<file path="src/rtl/wm_pkg.sv">
// Shared state codes, programme modes and phase-ordering helper for the
// washing-machine controller and its phase sequencer.
package wm_pkg;

    typedef enum logic [2:0] {
        ST_IDLE  = 3'd0,
        ST_READY = 3'd1,
        ST_SOAK  = 3'd2,
        ST_WASH  = 3'd3,
        ST_RINSE = 3'd4,
        ST_SPIN  = 3'd5,
        ST_FILL  = 3'd6,
        ST_DONE  = 3'd7
    } wm_state_e;

    localparam logic [1:0] MODE_NONE  = 2'd0;
    localparam logic [1:0] MODE_FULL  = 2'd1;
    localparam logic [1:0] MODE_WASH  = 2'd2;
    localparam logic [1:0] MODE_RINSE = 2'd3;

    // Phase that follows a completed phase; the second FILL always leads to RINSE.
    function automatic wm_state_e next_phase(input wm_state_e  cur,
                                             input logic [1:0] mode_sel,
                                             input logic       second_fill);
        wm_state_e nxt;
        nxt = ST_IDLE;
        case (cur)
            ST_FILL: begin
                if (second_fill) begin
                    nxt = ST_RINSE;
                end else begin
                    case (mode_sel)
                        MODE_FULL: nxt = ST_SOAK;
                        MODE_WASH: nxt = ST_WASH;
                        default:   nxt = ST_RINSE;
                    endcase
                end
            end
            ST_SOAK:  nxt = ST_WASH;
            ST_WASH:  nxt = ST_FILL;
            ST_RINSE: nxt = ST_SPIN;
            ST_SPIN:  nxt = ST_DONE;
            default:  nxt = ST_IDLE;
        endcase
        return nxt;
    endfunction

endpackage

</file>
<file path="src/rtl/wm_tick_prescaler.sv">
// Divides the main clock into timer ticks; clear restarts the count at 0,
// hold freezes it and suppresses the tick.
module wm_tick_prescaler #(
    parameter int TICK_DIV = 4
) (
    input  logic clock,
    input  logic reset,
    input  logic clear,
    input  logic hold,
    output logic tick
);

    localparam int            PW   = (TICK_DIV > 1) ? $clog2(TICK_DIV) : 1;
    localparam logic [PW-1:0] LAST = PW'(TICK_DIV - 1);

    logic [PW-1:0] r_count;
    logic          w_at_last;

    assign w_at_last = (r_count == LAST);
    assign tick      = w_at_last && !hold && !clear;

    // Prescaler counter: 0..TICK_DIV-1, wrapping after the tick.
    always_ff @(posedge clock) begin
        if (reset || clear) begin
            r_count <= '0;
        end else if (hold) begin
            r_count <= r_count;
        end else if (w_at_last) begin
            r_count <= '0;
        end else begin
            r_count <= r_count + PW'(1);
        end
    end

endmodule

</file>
<file path="src/rtl/wm_phase_sequencer.sv">
// Washing-machine phase sequencer: walks FILL/SOAK/WASH/RINSE/SPIN for the
// latched programme, with lid pause and cancel abort.
module wm_phase_sequencer
    import wm_pkg::*;
#(
    parameter int TICK_DIV    = 4,
    parameter int CNT_W       = 8,
    parameter int FILL_TICKS  = 3,
    parameter int SOAK_TICKS  = 6,
    parameter int WASH_TICKS  = 10,
    parameter int RINSE_TICKS = 5,
    parameter int SPIN_TICKS  = 4
) (
    input  logic             clock,
    input  logic             reset,
    input  logic             start,
    input  logic [1:0]       mode,
    input  logic             lid,
    input  logic             cancel,
    output logic             busy,
    output logic [2:0]       phase,
    output logic             water_Intake,
    output logic             soak_Operation,
    output logic             wash_Operation,
    output logic             rinse_Operation,
    output logic             spin_Operation,
    output logic             paused,
    output logic [CNT_W-1:0] remaining,
    output logic             done,
    output logic             aborted
);

    wm_state_e        r_state, w_state_next, w_after;
    logic [CNT_W-1:0] r_remaining, w_remaining_next;
    logic [1:0]       r_mode, w_mode_next;
    logic             r_second_fill, w_second_fill_next;
    logic             r_aborted, w_aborted_next;
    logic             w_active, w_paused, w_tick, w_start_ok;

    function automatic logic [CNT_W-1:0] phase_ticks(input wm_state_e s);
        logic [CNT_W-1:0] t;
        case (s)
            ST_FILL:  t = CNT_W'(FILL_TICKS);
            ST_SOAK:  t = CNT_W'(SOAK_TICKS);
            ST_WASH:  t = CNT_W'(WASH_TICKS);
            ST_RINSE: t = CNT_W'(RINSE_TICKS);
            ST_SPIN:  t = CNT_W'(SPIN_TICKS);
            default:  t = '0;
        endcase
        return t;
    endfunction

    assign w_active   = (r_state == ST_FILL) || (r_state == ST_SOAK) || (r_state == ST_WASH) ||
                        (r_state == ST_RINSE) || (r_state == ST_SPIN);
    assign w_paused   = w_active && lid;
    assign w_start_ok = start && (mode != MODE_NONE) && !lid && !cancel;
    assign w_after    = next_phase(r_state, r_mode, r_second_fill);

    wm_tick_prescaler #(
        .TICK_DIV (TICK_DIV)
    ) u_prescaler (
        .clock (clock),
        .reset (reset),
        .clear (!w_active),
        .hold  (w_paused),
        .tick  (w_tick)
    );

    // Next-state logic: cancel has priority over pause and phase completion.
    always_comb begin
        w_state_next       = r_state;
        w_remaining_next   = r_remaining;
        w_mode_next        = r_mode;
        w_second_fill_next = r_second_fill;
        w_aborted_next     = 1'b0;
        if ((r_state != ST_IDLE) && cancel) begin
            w_state_next       = ST_IDLE;
            w_remaining_next   = '0;
            w_second_fill_next = 1'b0;
            w_aborted_next     = 1'b1;
        end else begin
            case (r_state)
                ST_IDLE: begin
                    if (w_start_ok) begin
                        w_state_next       = ST_FILL;
                        w_remaining_next   = phase_ticks(ST_FILL);
                        w_mode_next        = mode;
                        w_second_fill_next = 1'b0;
                    end else begin
                        w_remaining_next = '0;
                    end
                end
                ST_FILL, ST_SOAK, ST_WASH, ST_RINSE, ST_SPIN: begin
                    if (w_tick && (r_remaining == CNT_W'(1))) begin
                        w_state_next     = w_after;
                        w_remaining_next = phase_ticks(w_after);
                        if (r_state == ST_WASH) begin
                            w_second_fill_next = 1'b1;
                        end else begin
                            w_second_fill_next = r_second_fill;
                        end
                    end else if (w_tick) begin
                        w_remaining_next = r_remaining - CNT_W'(1);
                    end else begin
                        w_remaining_next = r_remaining;
                    end
                end
                ST_DONE: begin
                    w_state_next       = ST_IDLE;
                    w_remaining_next   = '0;
                    w_second_fill_next = 1'b0;
                end
                default: begin
                    w_state_next     = ST_IDLE;
                    w_remaining_next = '0;
                end
            endcase
        end
    end

    // Sequencer state register with synchronous reset.
    always_ff @(posedge clock) begin
        if (reset) begin
            r_state       <= ST_IDLE;
            r_remaining   <= '0;
            r_mode        <= MODE_NONE;
            r_second_fill <= 1'b0;
            r_aborted     <= 1'b0;
        end else begin
            r_state       <= w_state_next;
            r_remaining   <= w_remaining_next;
            r_mode        <= w_mode_next;
            r_second_fill <= w_second_fill_next;
            r_aborted     <= w_aborted_next;
        end
    end

    // Phase drives: one per active phase, all low while paused.
    always_comb begin
        water_Intake    = 1'b0;
        soak_Operation  = 1'b0;
        wash_Operation  = 1'b0;
        rinse_Operation = 1'b0;
        spin_Operation  = 1'b0;
        if (!w_paused) begin
            case (r_state)
                ST_FILL:  water_Intake    = 1'b1;
                ST_SOAK:  soak_Operation  = 1'b1;
                ST_WASH:  wash_Operation  = 1'b1;
                ST_RINSE: rinse_Operation = 1'b1;
                ST_SPIN:  spin_Operation  = 1'b1;
                default:  water_Intake    = 1'b0;
            endcase
        end else begin
            water_Intake = 1'b0;
        end
    end

    assign busy      = (r_state != ST_IDLE);
    assign phase     = r_state;
    assign paused    = w_paused;
    assign remaining = r_remaining;
    assign done      = (r_state == ST_DONE);
    assign aborted   = r_aborted;

endmodule
</file>
<file path="config.mk">
export PLATFORM = sky130hd
export DESIGN_NAME = wm_phase_sequencer
export DESIGN_NICKNAME = d
export VERILOG_FILES = /design/src/rtl/wm_pkg.sv /design/src/rtl/wm_tick_prescaler.sv /design/src/rtl/wm_phase_sequencer.sv
export SDC_FILE = /design/constraint.sdc
export NUM_CORES = 1
export LEC_CHECK = 0
export ABC_AREA = 1
export CORE_UTILIZATION = 53
export DETAILED_ROUTE_END_ITERATION = 7
export PLACE_DENSITY = 0.9
export SLEW_MARGIN = 20
export SYNTH_ARGS = -nofsm -noshare
export SYNTH_HDL_FRONTEND = slang
export SYNTH_SLANG_ARGS = --single-unit
</file>
<file path="constraint.sdc">
create_clock -name clock -period 2 [get_ports clock]
set_input_delay 0.4 -clock clock [delete_from_list [all_inputs] [get_ports clock]]
set_output_delay 0.4 -clock clock [all_outputs]
set_load 0.03 [all_outputs]
</file>
==> flow_summary.json <==
{
  "status": "finished clean",
  "n_fill_cell": 177,
  "drive_gt1_share_pct": 18.6,
  "power.total_mw": 2.25,
  "fin_nets": 211,
  "antenna_cells": 0,
  "drc": 0,
  "critical_path.max_fanout": 9,
  "finalClockSkew_ns": 0.00571,
  "wl_met2_mm": 1.44,
  "ctsHoldBuffers": 0,
  "die_w_um": 48.8,
  "ys_seq_elements": 17,
  "cp-end-kind": "output pin",
  "wl_per_cell_um": 12.5,
  "ys_warn_count": 0,
  "finish.utilization_pct": 72.9,
  "routed_wl_mm": 2.82,
  "grt_pass1_vias": 1208,
  "avgViaCountPerCell": 5.31,
  "cts_buffers": 3,
  "core.rowCount": 16,
  "netlist_area_mm2": 0.00116,
  "die_h_um": 48.8,
  "synth.avg_cell_area_um2": 6.82,
  "syn_nets": 181,
  "layout_min_cycle_time_ns": 1.87,
  "ys_types": 29,
  "cts_resized": 3,
  "regArea_um2": 347,
  "htree_levels": 1,
  "vias": 1200,
  "multi_input_area_um2": 682,
  "period_share_pct": 93.5,
  "wl_met1_mm": 1.18,
  "seq_area_frac_synth_pct": 29.3,
  "setup_violations": 0,
  "slowest_delay_ns": 0.71,
  "hold_viol_final": 0,
  "path_class": "register to output pin",
  "die_area_mm2": 0.00238,
  "crit_family": "buffers and inverters",
  "cap_violations": 0,
  "clk_path_buf_depth": 2,
  "slew_headroom_pct": 76.6,
  "setup_tns_ns": 0,
  "arrival_ns": 1.47,
  "clkTransAtPathRegs_ns": 0.10,
  "antenna_found_initial": 0,
  "cts_tree": "yes",
  "cts-root-buf": "clkbuf_4",
  "maxUsedRoutingLayer": "met4",
  "fmax_ghz": 0.535,
  "ant_nets": 0,
  "core_region_area_mm2": 0.00200,
  "ioPinCount": 27,
  "whs_ns": 0.477,
  "area_delta_synth_final_pct": 25.8,
  "layout_common_cells": "28 x nand2_1, 23 x inv_1, 22 x nor2_1, 18 x clkdlybuf4s50_1",
  "cts.sinks": 17,
  "grt_start_max_net_pins": 10,
  "power.leakage_nw": 0.689,
  "start_util_pct": 57.9,
  "track_usage_pct": 26.1,
  "pre_cts_ws_ns": 0.106,
  "dpl.hpwl_mm": 2.22,
  "startpoint_type": "register",
  "drt_iter0_drc": 38,
  "firstDrtPassIters": 4,
  "worst_pin_slew_ns": 0.351,
  "layout_commonest_cell": "nand2_1",
  "gp_congestion": 0.927,
  "synthCells": 170,
  "post-cts-setup-buffer-count": 0,
  "slew_violations": 0,
  "clkLatencyLatePin_ns": 0.29,
  "vdd_drop_max_v": 0.000940,
  "crit_required_ns": 1.60,
  "p_per_area_mw_per_mm2": 1550,
  "crit_path_top_delay_cell": "clkdlybuf4s50_1",
  "hp-class": "register to register",
  "rsz0062_at_grt": "false",
  "cp_cell_sequence": "clkdlybuf4s50_1",
  "io_buffers": 26,
  "setup_ws_ns": 0.131,
  "critPathBufInv": 1,
  "grt_pass1_wl_mm": 4.89,
  "wl_met3_um": 152,
  "grt_overflow": 0
}
synth_stat cells:
master / instances / share of area [%]
a21oi_1: 9 / 3.9
a21oi_2: 1 / 0.76
and3_1: 1 / 0.54
buf_2: 1 / 0.43
buf_6: 2 / 1.9
dfxtp_1: 17 / 29
ha_1: 4 / 4.3
inv_1: 23 / 7.4
inv_2: 3 / 0.97
inv_4: 1 / 0.54
inv_6: 1 / 0.76
nand2_1: 29 / 9.4
nand2_2: 8 / 4.3
nand2_4: 1 / 0.97
nand3_1: 14 / 6.0
nand3_4: 2 / 3.0
nand4_1: 3 / 1.6
nor2_1: 22 / 7.1
nor2_2: 1 / 0.54
nor2_4: 2 / 1.9
nor3_1: 6 / 2.6
nor3_2: 1 / 0.86
o211ai_1: 2 / 1.3
o21ai_0: 8 / 3.5
o21ai_1: 2 / 0.86
o21ai_4: 1 / 1.4
o21bai_1: 1 / 0.65
xnor2_1: 1 / 0.76
xor2_1: 3 / 2.3
worst min-delay path, stage by stage, from the launching register on:
cell	delay (ns)
dfxtp_1	0.33
nand2_1	0.06
a21oi_1	0.05
report_power, final:
part           total (mW)  internal [mW]  leakage, nW  switching (mW)
logic                1.54          0.558        0.534           0.979
registers           0.529          0.433        0.140          0.0962
clock network       0.188         0.0777       0.0150           0.111
total                2.25           1.07        0.689            1.19
metrics by stage:
step / std cells / area (um2)
after detailed placement: 222 / 1430
after global placement: 222 / 1430
after floorplan: 170 / 1160
after CTS: 226 / 1450
final: 226 / 1460
after global routing: 226 / 1460
cells by family after synthesis:
| family | after synthesis | share of synthesized area [%] |
|---|---|---|
| AOI/OAI and AO/OA | 24 | 12.3 |
| adders and majority gates | 4 | 4.32 |
| buffers and inverters | 31 | 12.1 |
| DFF | 17 | 29.3 |
| and+or+nand+nor | 90 | 38.9 |
| xor gates and xnor gates | 4 | 3.02 |
worst paths after layout:
kind,startpoint,to,slack [ns],cells past startpoint
worst min-delay path,r_second_fill,r_second_fill,0.48,2
worst max register to register,r_mode[0],remaining[0],0.37,10
worst min register to register,r_second_fill,r_second_fill,0.48,2
worst max-delay path,phase[0],phase[0],0.13,1
cell type report:
cell class / instances / share of cell area, %
clock buffers: 4 / 1.80
repair buffers: 28 / 17.7
flip-flops and latches: 17 / 23.8
well taps: 27 / 2.32
inverters: 28 / 7.72
multi-input cells: 122 / 46.7
state kept, by name, summed over array words and instances, names as in the netlist:
signal / count
remaining: 8
phase: 3
r_mode: 2
u_prescaler.r_count: 2
aborted: 1
r_second_fill: 1
layer usage:
layer / vias to the layer above / GRT usage (%)
met2: 54 / 49.5
met5: - / 0
met4: 0 / 10.8
met3: 7 / 3.74
met1: 532 / 28.7
li1: 607 / -
Note: power is estimated with default switching activity, not from simulation.
